## config.mk

```make
export PLATFORM = sky130hd
export DESIGN_NAME = syn_branch_predictor
export DESIGN_NICKNAME = d
export VERILOG_FILES = /design/src/rtl/syn_branch_predictor.sv
export SDC_FILE = /design/constraint.sdc
export NUM_CORES = 1
export LEC_CHECK = 0
export CORE_MARGIN = 2
export CORE_UTILIZATION = 65
export DETAILED_ROUTE_END_ITERATION = 8
export DONT_BUFFER_PORTS = 1
export HOLD_SLACK_MARGIN = 0.1
export PLACE_DENSITY = 0.85
export SLEW_MARGIN = 20
export SYNTH_ARGS = -nofsm -noshare
export SYNTH_HDL_FRONTEND = slang
export SYNTH_SLANG_ARGS = --single-unit
```

## constraint.sdc

```tcl
create_clock -name clk -period 7.5 [get_ports clk]
set_input_delay 0.75 -clock clk [delete_from_list [all_inputs] [get_ports clk]]
set_output_delay 0.75 -clock clk [all_outputs]
set_load 0.1 [all_outputs]
```

## src/rtl/syn_branch_predictor.sv

```systemverilog
// Fully-associative branch target buffer with saturating direction counters,
// round-robin or true-LRU replacement, and saturating event statistics.
module syn_branch_predictor #(
    parameter int AddrBits = 10,
    parameter int Entries  = 8,
    parameter int CntBits  = 2,
    parameter int ReplMode = 0,
    parameter int StatBits = 32
) (
    input  logic                clk,
    input  logic                rst_n,
    input  logic                en,
    input  logic                flush,
    input  logic                lk_valid,
    input  logic [AddrBits-1:0] lk_pc,
    output logic                lk_hit,
    output logic                lk_taken,
    output logic [AddrBits-1:0] lk_next_pc,
    input  logic                upd_en,
    input  logic [AddrBits-1:0] upd_pc,
    input  logic                upd_taken,
    input  logic [AddrBits-1:0] upd_target,
    input  logic                upd_mispred,
    input  logic                stat_clr,
    output logic [StatBits-1:0] stat_lookups,
    output logic [StatBits-1:0] stat_hits,
    output logic [StatBits-1:0] stat_mispred
);
    localparam int IW = $clog2(Entries);
    localparam logic [CntBits-1:0] CNT_MAX  = '1;
    localparam logic [CntBits-1:0] CNT_WEAK = CntBits'(1) << (CntBits - 1);
    localparam logic [IW-1:0]      AGE_OLD  = IW'(Entries - 1);

    logic [Entries-1:0]                valid_q;
    logic [Entries-1:0][AddrBits-1:0]  tag_q;
    logic [Entries-1:0][AddrBits-1:0]  tgt_q;
    logic [Entries-1:0][CntBits-1:0]   cnt_q;
    logic [Entries-1:0][IW-1:0]        age_q;
    logic [IW-1:0]                     rr_q;

    logic [Entries-1:0] lk_match, upd_match, old_vec;

    // Per-entry tag compare for both ports and the LRU-oldest flag
    for (genvar g = 0; g < Entries; g++) begin : g_ent
        assign lk_match[g]  = valid_q[g] && (tag_q[g] == lk_pc);
        assign upd_match[g] = valid_q[g] && (tag_q[g] == upd_pc);
        assign old_vec[g]   = (age_q[g] == AGE_OLD);
    end

    logic [IW-1:0] lk_idx, upd_idx, free_idx, old_idx, victim, touch_idx;
    logic          upd_hit, has_free;

    // Encode hit positions; descending scan makes the lowest free index win
    always_comb begin
        lk_idx   = '0;
        upd_idx  = '0;
        free_idx = '0;
        old_idx  = '0;
        lk_hit   = 1'b0;
        upd_hit  = 1'b0;
        has_free = 1'b0;
        for (int i = Entries - 1; i >= 0; i--) begin
            if (lk_match[i])  begin lk_hit  = 1'b1; lk_idx  = IW'(i); end
            if (upd_match[i]) begin upd_hit = 1'b1; upd_idx = IW'(i); end
            if (!valid_q[i])  begin has_free = 1'b1; free_idx = IW'(i); end
            if (old_vec[i])   old_idx = IW'(i);
        end
    end

    assign lk_taken   = lk_hit && cnt_q[lk_idx][CntBits-1];
    assign lk_next_pc = lk_taken ? tgt_q[lk_idx] : lk_pc + AddrBits'(1);

    logic upd_ok, alloc, touch, rr_adv;
    assign victim    = has_free ? free_idx : ((ReplMode == 1) ? old_idx : rr_q);
    assign upd_ok    = en && upd_en && !flush;
    assign alloc     = upd_ok && !upd_hit && upd_taken;
    assign touch     = upd_ok && (upd_hit || upd_taken);
    assign touch_idx = upd_hit ? upd_idx : victim;
    assign rr_adv    = alloc && !has_free && (ReplMode == 0);

    // Table state: counters, targets, allocation, replacement pointer, ages
    always_ff @(posedge clk or negedge rst_n) begin
        if (!rst_n) begin
            valid_q <= '0;
            tag_q   <= '0;
            tgt_q   <= '0;
            cnt_q   <= '0;
            rr_q    <= '0;
            for (int i = 0; i < Entries; i++) age_q[i] <= IW'(i);
        end else if (en) begin
            if (flush) begin
                valid_q <= '0;
                rr_q    <= '0;
                for (int i = 0; i < Entries; i++) age_q[i] <= IW'(i);
            end else begin
                if (upd_ok && upd_hit) begin
                    if (upd_taken) begin
                        if (cnt_q[upd_idx] != CNT_MAX) cnt_q[upd_idx] <= cnt_q[upd_idx] + CntBits'(1);
                        tgt_q[upd_idx] <= upd_target;
                    end else if (cnt_q[upd_idx] != '0) begin
                        cnt_q[upd_idx] <= cnt_q[upd_idx] - CntBits'(1);
                    end
                end
                if (alloc) begin
                    valid_q[victim] <= 1'b1;
                    tag_q[victim]   <= upd_pc;
                    tgt_q[victim]   <= upd_target;
                    cnt_q[victim]   <= CNT_WEAK;
                end
                if (rr_adv) rr_q <= rr_q + IW'(1);
                // Touched entry becomes youngest; younger ones age by one
                if (touch) begin
                    for (int i = 0; i < Entries; i++) begin
                        if (IW'(i) == touch_idx)            age_q[i] <= '0;
                        else if (age_q[i] < age_q[touch_idx]) age_q[i] <= age_q[i] + IW'(1);
                    end
                end
            end
        end
    end

    function automatic logic [StatBits-1:0] sat_inc(input logic [StatBits-1:0] v, input logic inc);
        return (inc && (v != '1)) ? v + StatBits'(1) : v;
    endfunction

    // Saturating statistics; clear wins over same-cycle increments
    always_ff @(posedge clk or negedge rst_n) begin
        if (!rst_n) begin
            stat_lookups <= '0;
            stat_hits    <= '0;
            stat_mispred <= '0;
        end else if (en) begin
            if (stat_clr) begin
                stat_lookups <= '0;
                stat_hits    <= '0;
                stat_mispred <= '0;
            end else begin
                stat_lookups <= sat_inc(stat_lookups, lk_valid);
                stat_hits    <= sat_inc(stat_hits, lk_valid && lk_hit);
                stat_mispred <= sat_inc(stat_mispred, upd_en && upd_mispred);
            end
        end
    end
endmodule

```

==> results.toml <==
[run_status]
status = "complete, no violations"

[clock_tree]
cts_hold_buf = 1
h-tree-depth = 1
cts_num_sinks = 283
ctsResizeCount = 0
cts_tree = "done"
cts_setup_buffers = 0
worstSkewPairLatency_ns = 0.58
numCtsBuffers = 31
clock-root-buffer = "clkbuf_16"
clk_pin_slew_ns = 0.06
clockBufferDepth = 3

[sta]
rsz0062_at_grt = "no"
report.final.slew_viol_count = 0
worst_slew_pin_slew_ns = 1.084
max_freq_mhz = 193.6
slew_headroom = 0.2750
skew_ns = 0.02791
fin_setup_tns_ns = 0
fin_crit_ns = 5.166
finalCritPeriodShare = 0.6887
finalSetupViolCount = 0
hold_viol = 0
fin_ws_ns = 2.334

[layout]
finalNetCount = 1608
seqCellArea_um2 = 7082
layout-drive-gt1-share = 0.1686
post-route-util = 0.7175
diodes = 0
fill_cells = 1691
syn2layout_area_growth_pct = 7.975
multi_input_area_um2 = 8662
final_common_cell = "dfrtp_1"
final_cells = 1908
layout_common_cells = "dfrtp_1 (283), xnor2_1 (176), mux2_2 (146)"
fin_area_um2 = 17500

[floorplanning]
fp.dieArea_um2 = 26210
ios = 147
num_rows = 57
initial_core_util = 0.6645
die-height_um = 161.9
core-area_um2 = 24390
chipWidth_um = 161.9

[synthesis]
ys_ff_latch = 283
netlist_instances = 1582
synth_top_family_by_area = "simple AND/OR/NAND/NOR gates"
synth-simple-area-share = 0.1793
synth.avg_cell_area_um2 = 10.24
synth-adder-area-share = 0.005404
ys_async_sr_fraction = 1.000
synth_edf_count = 0
synth_compound_area_frac = 0.07280
synth_xor_area_frac = 0.1351
ys_warn_count = 0
synth_area_um2 = 16210
synth_ff_type = "dfrtp_1"
muxShareOfSynthArea = 0.1375
synth_seq_area_share = 0.4370
yosysUniqueCellTypes = 68
syn_nets = 1628

[grt]
first_global_vias = 12484
grt_pass1_wl_mm = 66.07
grt_max_degree = 284
grt_overflow = 0
antenna_found_initial = 0
grt_usage = 0.3143

[detailed_routing]
dr.pass1.iters = 8
post_drt_via_cell_ratio = 6.439
drt-total-wl_mm = 41.27
vias = 12285
ant_nets = 0
drt-wirelength-per-cell_um = 21.63
drc = 0
drt_iter0_markers = 1071

[place]
dpl.hpwl_mm = 27.79
gp_congestion = 0.9667
dpl_cell_area_um2 = 16400
preCtsSetupSlack_ns = 2.715
dp_cells = 1849
io_buffer_count = 0

[pwr]
power.density_nw_per_um2 = 208.7
power_leakage_nw = 7.346
vdd_drop_max_uv = 224.9

[setup_path]
required_ns = 6.75
critPathMaxFanout = 43
worst_setup_path_end_kind = "output port"
start_kind = "flop"
crit_arrival_ns = 4.42
critical_path_class = "reg -> out"

[worst_hold_path]
min_path_type = "in -> async"

[flow_run]
drv_cap = 0
[cell usage after synthesis, drive strengths merged (12+ instances only)]
master,count,area (um2)
mux2i,43,434.2
inv,23,86.33
xor2,74,648.1
nor3,46,235.2
nor2b,25,156.4
or3,21,131.4
mux2,156,1794
dfrtp,283,7082
buf,48,339.1
nand3,69,345.3
nand2,109,409.1
a21oi,47,280.3
nor4,20,182.7
clkbuf,29,108.9
nand4,75,469.2
nor2,135,511.7
xnor2,176,1541
o21ai,47,250.3
a211oi,25,187.7
and2,12,75.07
o21a,12,90.09
nand2b,13,81.33
and3,16,100.1
[worst max-delay path, stage by stage (launching register included)]
cell	delay [ns]
dfrtp_1	0.43
xnor2_1	0.25
nand4_1	0.15
nor3_1	0.38
nor2_1	0.07
nor3_1	0.19
o21a_1	0.14
buf_4	0.43
mux2_2	0.42
nand3_1	0.07
o211a_1	0.59
mux2i_2	0.35
buf_4	0.34
[sequential cells by signal (all words and copies together), names as in the netlist]
signal and cells:
valid_q 8, stat_mispred 32, rr_q 3, stat_hits 32, cnt_q 16, tgt_q 80
tag_q 80, stat_lookups 32
[final timing paths]
| check | start | to | slack, ns | depth (start not counted) |
|---|---|---|---|---|
| setup / recovery | tag_q[73]$_DFFE_PN0P_ | lk_next_pc[0] | 2.33 | 12 |
| hold / removal | rst_n | stat_lookups[22]$_DFFE_PN0P_ | 0.10 | 1 |
| setup reg to reg | tag_q[56]$_DFFE_PN0P_ | cnt_q[15]$_DFFE_PN0P_ | 3.05 | 15 |
| hold reg to reg | tgt_q[14]$_DFFE_PN0P_ | tgt_q[14]$_DFFE_PN0P_ | 0.50 | 1 |
| max in group asynchronous | rst_n | cnt_q[15]$_DFFE_PN0P_ | 6.08 | 3 |
| min in group clk | en | rr_q[2]$_DFFE_PN0P_ | 0.28 | 1 |
[power breakdown]
group | internal, W | total (W) | switching, W
clock | 0.000875 | 0.00149 | 0.000618
combinational | 0.000193 | 0.000410 | 0.000217
sequential | 0.00160 | 0.00175 | 0.000148
total | 0.00267 | 0.00365 | 0.000982
[kinds of logic after synthesis]
| logic type | after synthesis |
|---|---|
| multiplexers | 199 |
| adder cells (fa/ha/maj) | 7 |
| AND/OR/NAND/NOR | 566 |
| buffers and inverters | 100 |
| flip-flops | 283 |
| AO/OA/AOI/OAI | 177 |
| XOR/XNOR | 250 |
[routing by layer]
layer | track usage | vias to the layer above | part of all wire
met3 | 0.07074 | 114 | 0.088
li1 | - | 5525 | -
met2 | 0.5234 | 556 | 0.47
met5 | 0 | - | 0
met1 | 0.4123 | 6090 | 0.41
met4 | 0.09895 | 0 | 0.032
[layout make-up]
cell class,count,area share
well taps,324,0.02317
inverters,23,0.004934
clock inverters,13,0.007579
flip-flops and latches,283,0.4047
clock buffers,42,0.04955
multi-input cells,1199,0.4950
repair buffers,24,0.01509
[stage by stage]
stage	hold WS [ns]	total power, W
2_1_floorplan	0.4484	0.002089
6_report	0.1040	0.003653
3_5_place_dp	0.4609	0.002142
5_1_grt	0.1310	0.003788
4_1_cts	0.2659	0.003671
3_3_place_gp	0.4606	0.002124
Note: power is estimated with default switching activity, not from simulation.
